## src/rtl/cpu_pkg.sv

```systemverilog
// Shared types for the memory arbiter: FSM states, data-access length codes,
// RAM read latency and a helper mapping a length code to a byte count.
package cpu_pkg;

  typedef enum logic [1:0] {
    IDLE = 2'd0,
    XFER = 2'd1,
    DONE = 2'd2
  } state_e;

  localparam logic [1:0] LEN_BYTE = 2'b00;
  localparam logic [1:0] LEN_HALF = 2'b01;
  localparam logic [1:0] LEN_WORD = 2'b10;

  localparam int RAM_RD_LAT = 1;

  // Code 2'b11 is not a legal length and is served as a full word.
  function automatic logic [2:0] len_bytes(input logic [1:0] len);
    case (len)
      LEN_BYTE: len_bytes = 3'd1;
      LEN_HALF: len_bytes = 3'd2;
      default:  len_bytes = 3'd4;
    endcase
  endfunction

endpackage

```

## src/rtl/mem_arb_if.sv

```systemverilog
// Bundle of the fetch port, the data port and the byte-wide RAM port seen by mem_arb.
//
// Handshake: a requester raises req with stable operands and keeps them until
// the cycle its done pulses (one cycle, rdata valid); it drops req the next cycle.
interface mem_arb_if;
  logic        if_req;
  logic [31:0] if_addr;
  logic [31:0] if_rdata;
  logic        if_done;

  logic        mm_req;
  logic        mm_we;
  logic [1:0]  mm_len;
  logic [31:0] mm_addr;
  logic [31:0] mm_wdata;
  logic [31:0] mm_rdata;
  logic        mm_done;

  logic [31:0] ram_addr;
  logic [7:0]  ram_wdata;
  logic        ram_we;
  logic [7:0]  ram_rdata;

  modport slave (
    input  if_req, if_addr, mm_req, mm_we, mm_len, mm_addr, mm_wdata, ram_rdata,
    output if_rdata, if_done, mm_rdata, mm_done, ram_addr, ram_wdata, ram_we
  );

  modport master (
    output if_req, if_addr, mm_req, mm_we, mm_len, mm_addr, mm_wdata, ram_rdata,
    input  if_rdata, if_done, mm_rdata, mm_done, ram_addr, ram_wdata, ram_we
  );
endinterface

```

## src/rtl/mem_arb.sv

```systemverilog
// Arbiter sharing one byte-wide RAM between a 4-byte fetch port and a 1/2/4-byte
// data port (little-endian). Define MEM_ARB_RR_EN for round-robin instead of mm-first.
module mem_arb
  import cpu_pkg::*;
(
  input  logic      clk,
  input  logic      rst_n,
  mem_arb_if.slave  bus,
  output logic      busy,
  output state_e    dbg_state_o
);

  state_e      state_q, state_d;
  logic [2:0]  cnt_q, cnt_d;
  logic [2:0]  nbytes_q, nbytes_d;
  logic [31:0] base_q, base_d;
  logic [31:0] wdata_q, wdata_d;
  logic        we_q, we_d;
  logic        gnt_mm_q, gnt_mm_d;
  logic [31:0] result_q, result_d;
  logic [31:0] if_rdata_q, if_rdata_d;
  logic [31:0] mm_rdata_q, mm_rdata_d;
  logic        grant_mm;
  logic [2:0]  cap_idx;
`ifdef MEM_ARB_RR_EN
  logic        prio_mm_q, prio_mm_d;
`endif

  always_ff @(posedge clk) begin
    if (!rst_n) begin
      state_q    <= IDLE;
      cnt_q      <= '0;
      nbytes_q   <= '0;
      base_q     <= '0;
      wdata_q    <= '0;
      we_q       <= 1'b0;
      gnt_mm_q   <= 1'b0;
      result_q   <= '0;
      if_rdata_q <= '0;
      mm_rdata_q <= '0;
`ifdef MEM_ARB_RR_EN
      prio_mm_q  <= 1'b1;
`endif
    end else begin
      state_q    <= state_d;
      cnt_q      <= cnt_d;
      nbytes_q   <= nbytes_d;
      base_q     <= base_d;
      wdata_q    <= wdata_d;
      we_q       <= we_d;
      gnt_mm_q   <= gnt_mm_d;
      result_q   <= result_d;
      if_rdata_q <= if_rdata_d;
      mm_rdata_q <= mm_rdata_d;
`ifdef MEM_ARB_RR_EN
      prio_mm_q  <= prio_mm_d;
`endif
    end
  end

  always_comb begin
    state_d    = state_q;
    cnt_d      = cnt_q;
    nbytes_d   = nbytes_q;
    base_d     = base_q;
    wdata_d    = wdata_q;
    we_d       = we_q;
    gnt_mm_d   = gnt_mm_q;
    result_d   = result_q;
    if_rdata_d = if_rdata_q;
    mm_rdata_d = mm_rdata_q;
    cap_idx    = cnt_q - 3'(RAM_RD_LAT);
`ifdef MEM_ARB_RR_EN
    prio_mm_d  = prio_mm_q;
    grant_mm   = bus.mm_req && (!bus.if_req || prio_mm_q);
`else
    grant_mm   = bus.mm_req;
`endif

    case (state_q)
      IDLE: begin
        if (bus.mm_req || bus.if_req) begin
          gnt_mm_d = grant_mm;
          base_d   = grant_mm ? bus.mm_addr : bus.if_addr;
          nbytes_d = grant_mm ? len_bytes(bus.mm_len) : 3'd4;
          we_d     = grant_mm && bus.mm_we;
          wdata_d  = grant_mm ? bus.mm_wdata : '0;
          cnt_d    = '0;
          result_d = '0;
          state_d  = XFER;
`ifdef MEM_ARB_RR_EN
          prio_mm_d = !grant_mm;
`endif
        end
      end
      XFER: begin
        if (we_q) begin
          if (cnt_q == nbytes_q - 3'd1) state_d = DONE;
          else                          cnt_d   = cnt_q + 3'd1;
        end else begin
          // RAM data lags its address by one cycle, so byte k lands while cnt is k+1.
          if (cnt_q >= 3'(RAM_RD_LAT))
            result_d = result_q | (32'(bus.ram_rdata) << {cap_idx, 3'b000});
          if (cnt_q == nbytes_q) begin
            state_d = DONE;
            if (gnt_mm_q) mm_rdata_d = result_d;
            else          if_rdata_d = result_d;
          end else begin
            cnt_d = cnt_q + 3'd1;
          end
        end
      end
      DONE:    state_d = IDLE;
      default: state_d = IDLE;
    endcase
  end

  always_comb begin
    bus.ram_addr  = '0;
    bus.ram_wdata = '0;
    bus.ram_we    = 1'b0;
    if (state_q == XFER && cnt_q < nbytes_q) begin
      bus.ram_addr = base_q + 32'(cnt_q);
      if (we_q) begin
        bus.ram_we    = 1'b1;
        bus.ram_wdata = 8'(wdata_q >> {cnt_q, 3'b000});
      end
    end
  end

  assign bus.if_rdata = if_rdata_q;
  assign bus.mm_rdata = mm_rdata_q;
  assign bus.if_done  = (state_q == DONE) && !gnt_mm_q;
  assign bus.mm_done  = (state_q == DONE) && gnt_mm_q;
  assign busy         = (state_q != IDLE);
  assign dbg_state_o  = state_q;

endmodule

```

## src/flat_wrapper.sv

```systemverilog
// flat-port wrapper written by rule: the top's interface ports become plain ports
module mem_arb_flat import cpu_pkg::*;
  (clk, rst_n, busy, dbg_state_o, bus_if_req, bus_if_addr, bus_mm_req, bus_mm_we, bus_mm_len, bus_mm_addr, bus_mm_wdata, bus_ram_rdata, bus_if_rdata, bus_if_done, bus_mm_rdata, bus_mm_done, bus_ram_addr, bus_ram_wdata, bus_ram_we);
  mem_arb_if bus_i ();
  input  logic clk;
  input  logic rst_n;
  output logic busy;
  output state_e dbg_state_o;
  input wire logic [$bits(bus_i.if_req)-1:0] bus_if_req;
  input wire logic [$bits(bus_i.if_addr)-1:0] bus_if_addr;
  input wire logic [$bits(bus_i.mm_req)-1:0] bus_mm_req;
  input wire logic [$bits(bus_i.mm_we)-1:0] bus_mm_we;
  input wire logic [$bits(bus_i.mm_len)-1:0] bus_mm_len;
  input wire logic [$bits(bus_i.mm_addr)-1:0] bus_mm_addr;
  input wire logic [$bits(bus_i.mm_wdata)-1:0] bus_mm_wdata;
  input wire logic [$bits(bus_i.ram_rdata)-1:0] bus_ram_rdata;
  output wire logic [$bits(bus_i.if_rdata)-1:0] bus_if_rdata;
  output wire logic [$bits(bus_i.if_done)-1:0] bus_if_done;
  output wire logic [$bits(bus_i.mm_rdata)-1:0] bus_mm_rdata;
  output wire logic [$bits(bus_i.mm_done)-1:0] bus_mm_done;
  output wire logic [$bits(bus_i.ram_addr)-1:0] bus_ram_addr;
  output wire logic [$bits(bus_i.ram_wdata)-1:0] bus_ram_wdata;
  output wire logic [$bits(bus_i.ram_we)-1:0] bus_ram_we;
  assign bus_i.if_req = bus_if_req;
  assign bus_i.if_addr = bus_if_addr;
  assign bus_i.mm_req = bus_mm_req;
  assign bus_i.mm_we = bus_mm_we;
  assign bus_i.mm_len = bus_mm_len;
  assign bus_i.mm_addr = bus_mm_addr;
  assign bus_i.mm_wdata = bus_mm_wdata;
  assign bus_i.ram_rdata = bus_ram_rdata;
  assign bus_if_rdata = bus_i.if_rdata;
  assign bus_if_done = bus_i.if_done;
  assign bus_mm_rdata = bus_i.mm_rdata;
  assign bus_mm_done = bus_i.mm_done;
  assign bus_ram_addr = bus_i.ram_addr;
  assign bus_ram_wdata = bus_i.ram_wdata;
  assign bus_ram_we = bus_i.ram_we;
  mem_arb u_core (.clk(clk), .rst_n(rst_n), .bus(bus_i), .busy(busy), .dbg_state_o(dbg_state_o));
endmodule
```

## config.mk

```make
export PLATFORM = sky130hd
export DESIGN_NAME = mem_arb_flat
export DESIGN_NICKNAME = d
export VERILOG_FILES = /design/src/rtl/cpu_pkg.sv /design/src/rtl/mem_arb_if.sv /design/src/rtl/mem_arb.sv /design/src/flat_wrapper.sv
export SDC_FILE = /design/constraint.sdc
export NUM_CORES = 1
export LEC_CHECK = 0
export BUFFER_PORTS_ARGS = -buffer_cell sky130_fd_sc_hd__buf_2
export CAP_MARGIN = 15
export CORE_MARGIN = 5
export CORE_UTILIZATION = 45
export CTS_CLUSTER_SIZE = 28
export DETAILED_ROUTE_END_ITERATION = 16
export PLACE_DENSITY_LB_ADDON = 0.15
export SLEW_MARGIN = 5
export SYNTH_ARGS = -nofsm -noshare
export SYNTH_HDL_FRONTEND = slang
export SYNTH_SLANG_ARGS = --single-unit
```

## constraint.sdc

```tcl
create_clock -name clk -period 3.7 [get_ports clk]
set_input_delay 0.74 -clock clk [delete_from_list [all_inputs] [get_ports clk]]
set_output_delay 0.74 -clock clk [all_outputs]
set_load 0.05 [all_outputs]
```

## Yosys cells after proc, flatten, opt, wreduce, memory -nomap -nowiden

Index checks and enable logic that the tools add are counted.

- Bits in registers: 170
- Latch bits: 0
- Memory bits (writable): 0
- Bits in read-only memories: 0
- Output and inout port bits: 110
- Memories kept: 0

- $add $sub $neg: 4
- Multipliers: 0
- Div/mod/pow operators: 0
- $lt $le $gt $ge: 2
- Equality and inequality tests: 11
- Shift operators: 2
- Muxes and demuxes: 23
- Bitwise operators: 3
- Reduce and logical (&&, ||, !) cells: 16

Operators by type and width:

| cell | count |
|---|---|
| $mux W32 | 6 |
| $pmux W32 S2 | 1 |
| $add A32 B3 Y32 | 1 |
| $or A32 B32 Y32 | 1 |
| $shl A8 B6 Y32 | 1 |
| $shr A32 B6 Y8 | 1 |
| $mux W8 | 2 |
| $mux W3 | 5 |
| $pmux W3 S2 | 2 |
| $reduce_and A4 Y1 | 3 |
| $mux W2 | 4 |
| $eq A3 B3 Y1 | 2 |
| $ne A3 B3 Y1 const B | 2 |
| $reduce_and A3 Y1 | 2 |
| $sub A3 B1 Y3 const B | 2 |
| $eq A2 B1 Y1 const B | 2 |
| $logic_and A1 B1 Y1 | 4 |
| $logic_not A2 Y1 | 2 |
| $pmux W2 S2 | 1 |
| $reduce_bool A2 Y1 | 2 |
| $add A3 B1 Y3 const B | 1 |
| $ge A3 B1 Y1 const B | 1 |
| $lt A3 B3 Y1 | 1 |
| $ne A3 B1 Y1 const B | 1 |
| 9 further kinds | 11 |

## Logic depth before layout (Yosys ltp)

- Depth after elaboration: 6
- Mapped depth: 8
- Gate-level depth less buffers: 7

## Least setup slack after synthesis

OpenSTA, ideal clock, no wires.

- Path type: reg-to-output
- Start point: register u_core.cnt_q[1]
- End point: output port bus_ram_addr[20]
- Arrival: 3.266 ns
- Data required time: 2.960 ns
- Path slack: -0.306 ns
- Stages on the path, launching flop included: 8
- Cells stage by stage: dfxtp_1 > buf_1 > inv_1 > fa_1 > nor2b_1 > o2111ai_1 > or4_2 > a21oi_1

- Word-level cells in the longest chain between the ends: 3

Ends and longest elaborated chain:

| item | line | text |
|---|---|---|
| from (decl) | mem_arb.sv:14 | `logic [2:0] cnt_q, cnt_d;` |
| from (signal assigned) | mem_arb.sv:46 | `cnt_q <= cnt_d;` |
| parallel branches: the longest is 2 deep, another holds $add A32 B3 Y32 | n/a |  |
| $mux W32 (*) | mem_arb.sv:122 | `if (state_q == XFER && cnt_q < nbytes_q) begin` |
| to (decl) | flat_wrapper.sv:21 | `output wire logic [$bits(bus_i.ram_addr)-1:0] bus_ram_addr;` |

Every way passes the cells marked *.

## Worst setup path in the final report

- Start point: register u_core.base_q[0]
- End point: output port bus_ram_addr[20]

- Word-level cells in the longest chain between the ends: 2

Ends and longest elaborated chain:

| item | line | text |
|---|---|---|
| from (decl) | mem_arb.sv:16 | `logic [31:0] base_q, base_d;` |
| from (signal assigned) | mem_arb.sv:48 | `base_q <= base_d;` |
| $add A32 B3 Y32 | mem_arb.sv:123 | `bus.ram_addr = base_q + 32'(cnt_q);` |
| $mux W32 | mem_arb.sv:122 |  |

Every way passes these cells.

==> summary.txt <==
Cells and area
  • Multi-input gate area: 3950 um2
  • Most common cell after layout, fill and taps aside: buf_2
  • Layout Cells excl Fill: 1283
  • Filler Cells Inserted: 1558
  • Layout cells sized above 1: 0.2832
  • Layout Utilization: 0.5776
  • Nets: 1174
  • Syn-to-layout area delta: 25.52%
  • Register area: 3403 um2
  • N_diodes: 0
  • Most frequent cells in the layout: 215 x buf_2, 170 x dfxtp_1, 100 x nor2_1

Power and ir drop
  • IR drop worst, VDD: 0.3022 mV
  • Leak Pwr: 3.925 nW
  • Pwr dens: 517.5 nW/um2

Drt
  • DR WL/cell: 17.78 um
  • Post-Route WL: 22.82 mm
  • Initial DRT Pass Iterations: 7
  • 1st-iter DRT viols: 448
  • Post-DRT Antenna Nets: 0
  • Detailed-route DRC error count: 0
  • Vias: 7239
  • Vias per inst: 5.642

STA
  • Hold Slack: 0.4753 ns
  • RSZ-0062 raised after global routing: true
  • Setup tns final: 0 ns
  • # setup viols final: 0
  • Final Critical Period: 3.640 ns
  • Tightest Pin Transition: 0.8555 ns
  • Part of the cycle the worst path needs: 0.9838
  • Clk_skew: 0.01251 ns
  • Achievable clock frequency: 274.7 MHz
  • Max-slew violations: 0
  • Max_slew headroom: 0.4206
  • Hold Violations, Final: 0

Synth
  • Avg Inst Size Synth: 8.822 um2
  • Synth Cell Area: 7657 um2
  • Syn nets: 990
  • Distinct cells, synth: 53
  • Number of synthesized register bits: 170
  • Ys flop type: dfxtp_1
  • FFs w/ async S/R, synth: 0
  • Ys Warns: 0
  • Seq/Total Area, Yosys: 0.4444
  • Post-Syn Instances: 868
  • Post-synth EDFFs: 0

Floorplanning
  • Die area: 19720 um2
  • Row Count: 47
  • Chip Height: 140.4 um
  • I/O pins: 221
  • Initial Utilization: 0.4601
  • Area of the core: 16640 um2
  • Die width: 140.4 um

Global routing
  • Vias in the first global route: 6483
  • Grt total ovfl: 0
  • Initial antenna violation count: 0
  • Gr usage total: 0.2201
  • First-pass GRT wire length: 35.56 mm
  • Maximum number of pins on one net before global-route repair: 89

Placed design
  • RePlAce Congestion: 0.8114
  • DP Cell Count: 1251
  • I/O Buffers: 220
  • Post-DP HPWL: 15.80 mm

Clock network
  • CTS buffer count: 17
  • CTS tree: yes
  • CTS sink count: 170
  • Clock transition at path regs: 0.06 ns
  • Post-CTS Setup Inserts: 0
  • Hold buffer count at cts: 0
  • Max Root-Sink Buffers: 2
  • Worst skew pair latency: 0.42 ns
  • Clock root buffer: clkbuf_16
  • H-tree levels: 4

Min path
  • Hold/Removal Path Class: reg -> reg
  • Hold Path Stages: 2
  • Hold Crit Endpoint: u_core.result_q[5]
  • Min-delay src: u_core.result_q[5]

Worst setup path
  • CP bufs+invs: 3
  • Reg-to-reg endpoint: u_core.result_q[21]
  • Worst path most repeated cell: buf_6
  • Crit path kind: reg -> out
  • CP Data Required Time: 2.96 ns
  • Top delay family on crit path: simple AND/OR/NAND/NOR gates
  • CP peak stage delay: 0.65 ns
  • Crit end category: primary output
  • CP max stage cell: or4_2
  • Setup crit start kind: register
  • Largest fanout on the critical path: 7
  • Worst path cell trace: ha_1, inv_1, fa_1, nor2b_2, o2111ai_4, buf_6, or4_2, a21oi_2, buf_6
  • R2r setup slk: 0.67 ns
  • FF-to-FF path depth: 8
  • Worst path arrival time: 2.90 ns
  • Reg2Reg Launch Point: u_core.cnt_q[0]

Outcome
  • Status: completed

Flow run
  • Max_cap viols: 0
==> cells by family (layout without fill, tap and decap cells) <==
logic type / after synthesis / after routing / share of synthesized area
AO/OA/AOI/OAI: 291 / 291 / 0.2431
XOR/XNOR: 7 / 7 / 0.009967
adder cells (fa/ha/maj): 11 / 11 / 0.01895
buffers and inverters: 97 / 292 / 0.04886
flip-flops: 170 / 170 / 0.4444
multiplexers: 47 / 47 / 0.07451
AND/OR/NAND/NOR: 245 / 245 / 0.1601
==> tightest hold or removal path, stage by stage (launching register included) <==
cell and delay (ns):
dfxtp_1 0.33, nand3_1 0.06, o21ai_0 0.06
==> final cells by class <==
cell class                      instances  share of cell area
Clock buffer                           21             0.04999
Clock inverter                          9             0.01172
Inverter                               21            0.008201
Multi-Input combinational cell        601              0.4110
Sequential cell                       170              0.3541
Tap cell                              220             0.02864
Timing Repair Buffer                  241              0.1364
==> cells in the mapped netlist (all sizes together) (10+ instances only) <==
cell      n  area, um2
nand2    21      78.83
a22oi    33      247.7
or4      12      95.09
inv      19      71.32
buf      13      58.81
nor2    100      375.4
a41oi    30      262.8
mux2i    39      390.4
dfxtp   170       3403
nor2b    13      81.33
ha       10      125.1
nand3    46      230.2
a211oi   55      412.9
clkbuf   63      236.5
o31ai    14      105.1
o21ai    84      420.4
a21oi    62      310.3
==> report_power, final <==
group          switching, mW  total [mW]  internal [mW]
Sequential             0.119        2.10           1.98
Combinational          0.758        1.08          0.322
Clock                  0.730        1.79           1.06
Total                   1.61        4.97           3.37
==> state kept, by name, summed over array words and instances, names as in the netlist <==
name	cells
u_core.wdata_q	32
u_core.nbytes_q	3
u_core.bus.if_rdata	32
u_core.cnt_q	3
u_core.gnt_mm_q	1
u_core.dbg_state_o	2
u_core.bus.mm_rdata	32
u_core.base_q	32
u_core.we_q	1
u_core.result_q	32
==> per-layer routing <==
layer  wire length [um]  vias to the layer above  GRT usage
li1                   -                     3599          -
met4                292                        0    0.05966
met3               1456                       22    0.05249
met5                  0                        -          0
met1              10590                     3401     0.3089
met2              10480                      217     0.3400
==> per-stage QoR <==
step | worst slack [ns] | area (um2) | total power [mW]
5_1_grt | -0.08415 | 9612 | 5.209
6_report | 0.06009 | 9612 | 4.974
4_1_cts | 0.007196 | 9529 | 4.995
2_1_floorplan | 0.005171 | 7670 | 2.893
3_3_place_gp | 0.4392 | 8934 | 3.197
3_5_place_dp | 0.4000 | 8934 | 3.205
==> how the worst max path moves through the flow <==
stage / cells past startpoint / slack (ns) / end / from
global route: 9 / -0.08 / bus_ram_addr[20] / u_core.base_q[0]
CTS: 9 / 0.007 / bus_ram_addr[20] / u_core.cnt_q[0]
global placement: 9 / 0.44 / bus_ram_addr[20] / u_core.base_q[0]
finish: 9 / 0.06 / bus_ram_addr[20] / u_core.base_q[0]
detailed placement: 9 / 0.40 / bus_ram_addr[20] / u_core.base_q[0]
floorplan: 7 / 0.005 / bus_ram_addr[26] / u_core.cnt_q[1]
==> timing repair <==
action | CTS | global route
resized for setup | 1 | 17
endpoints found under the setup margin | 1 | 9
pin swaps | 0 | 1
gates cloned | 0 | 1
No activity file was read; power rests on OpenSTA's default activity.
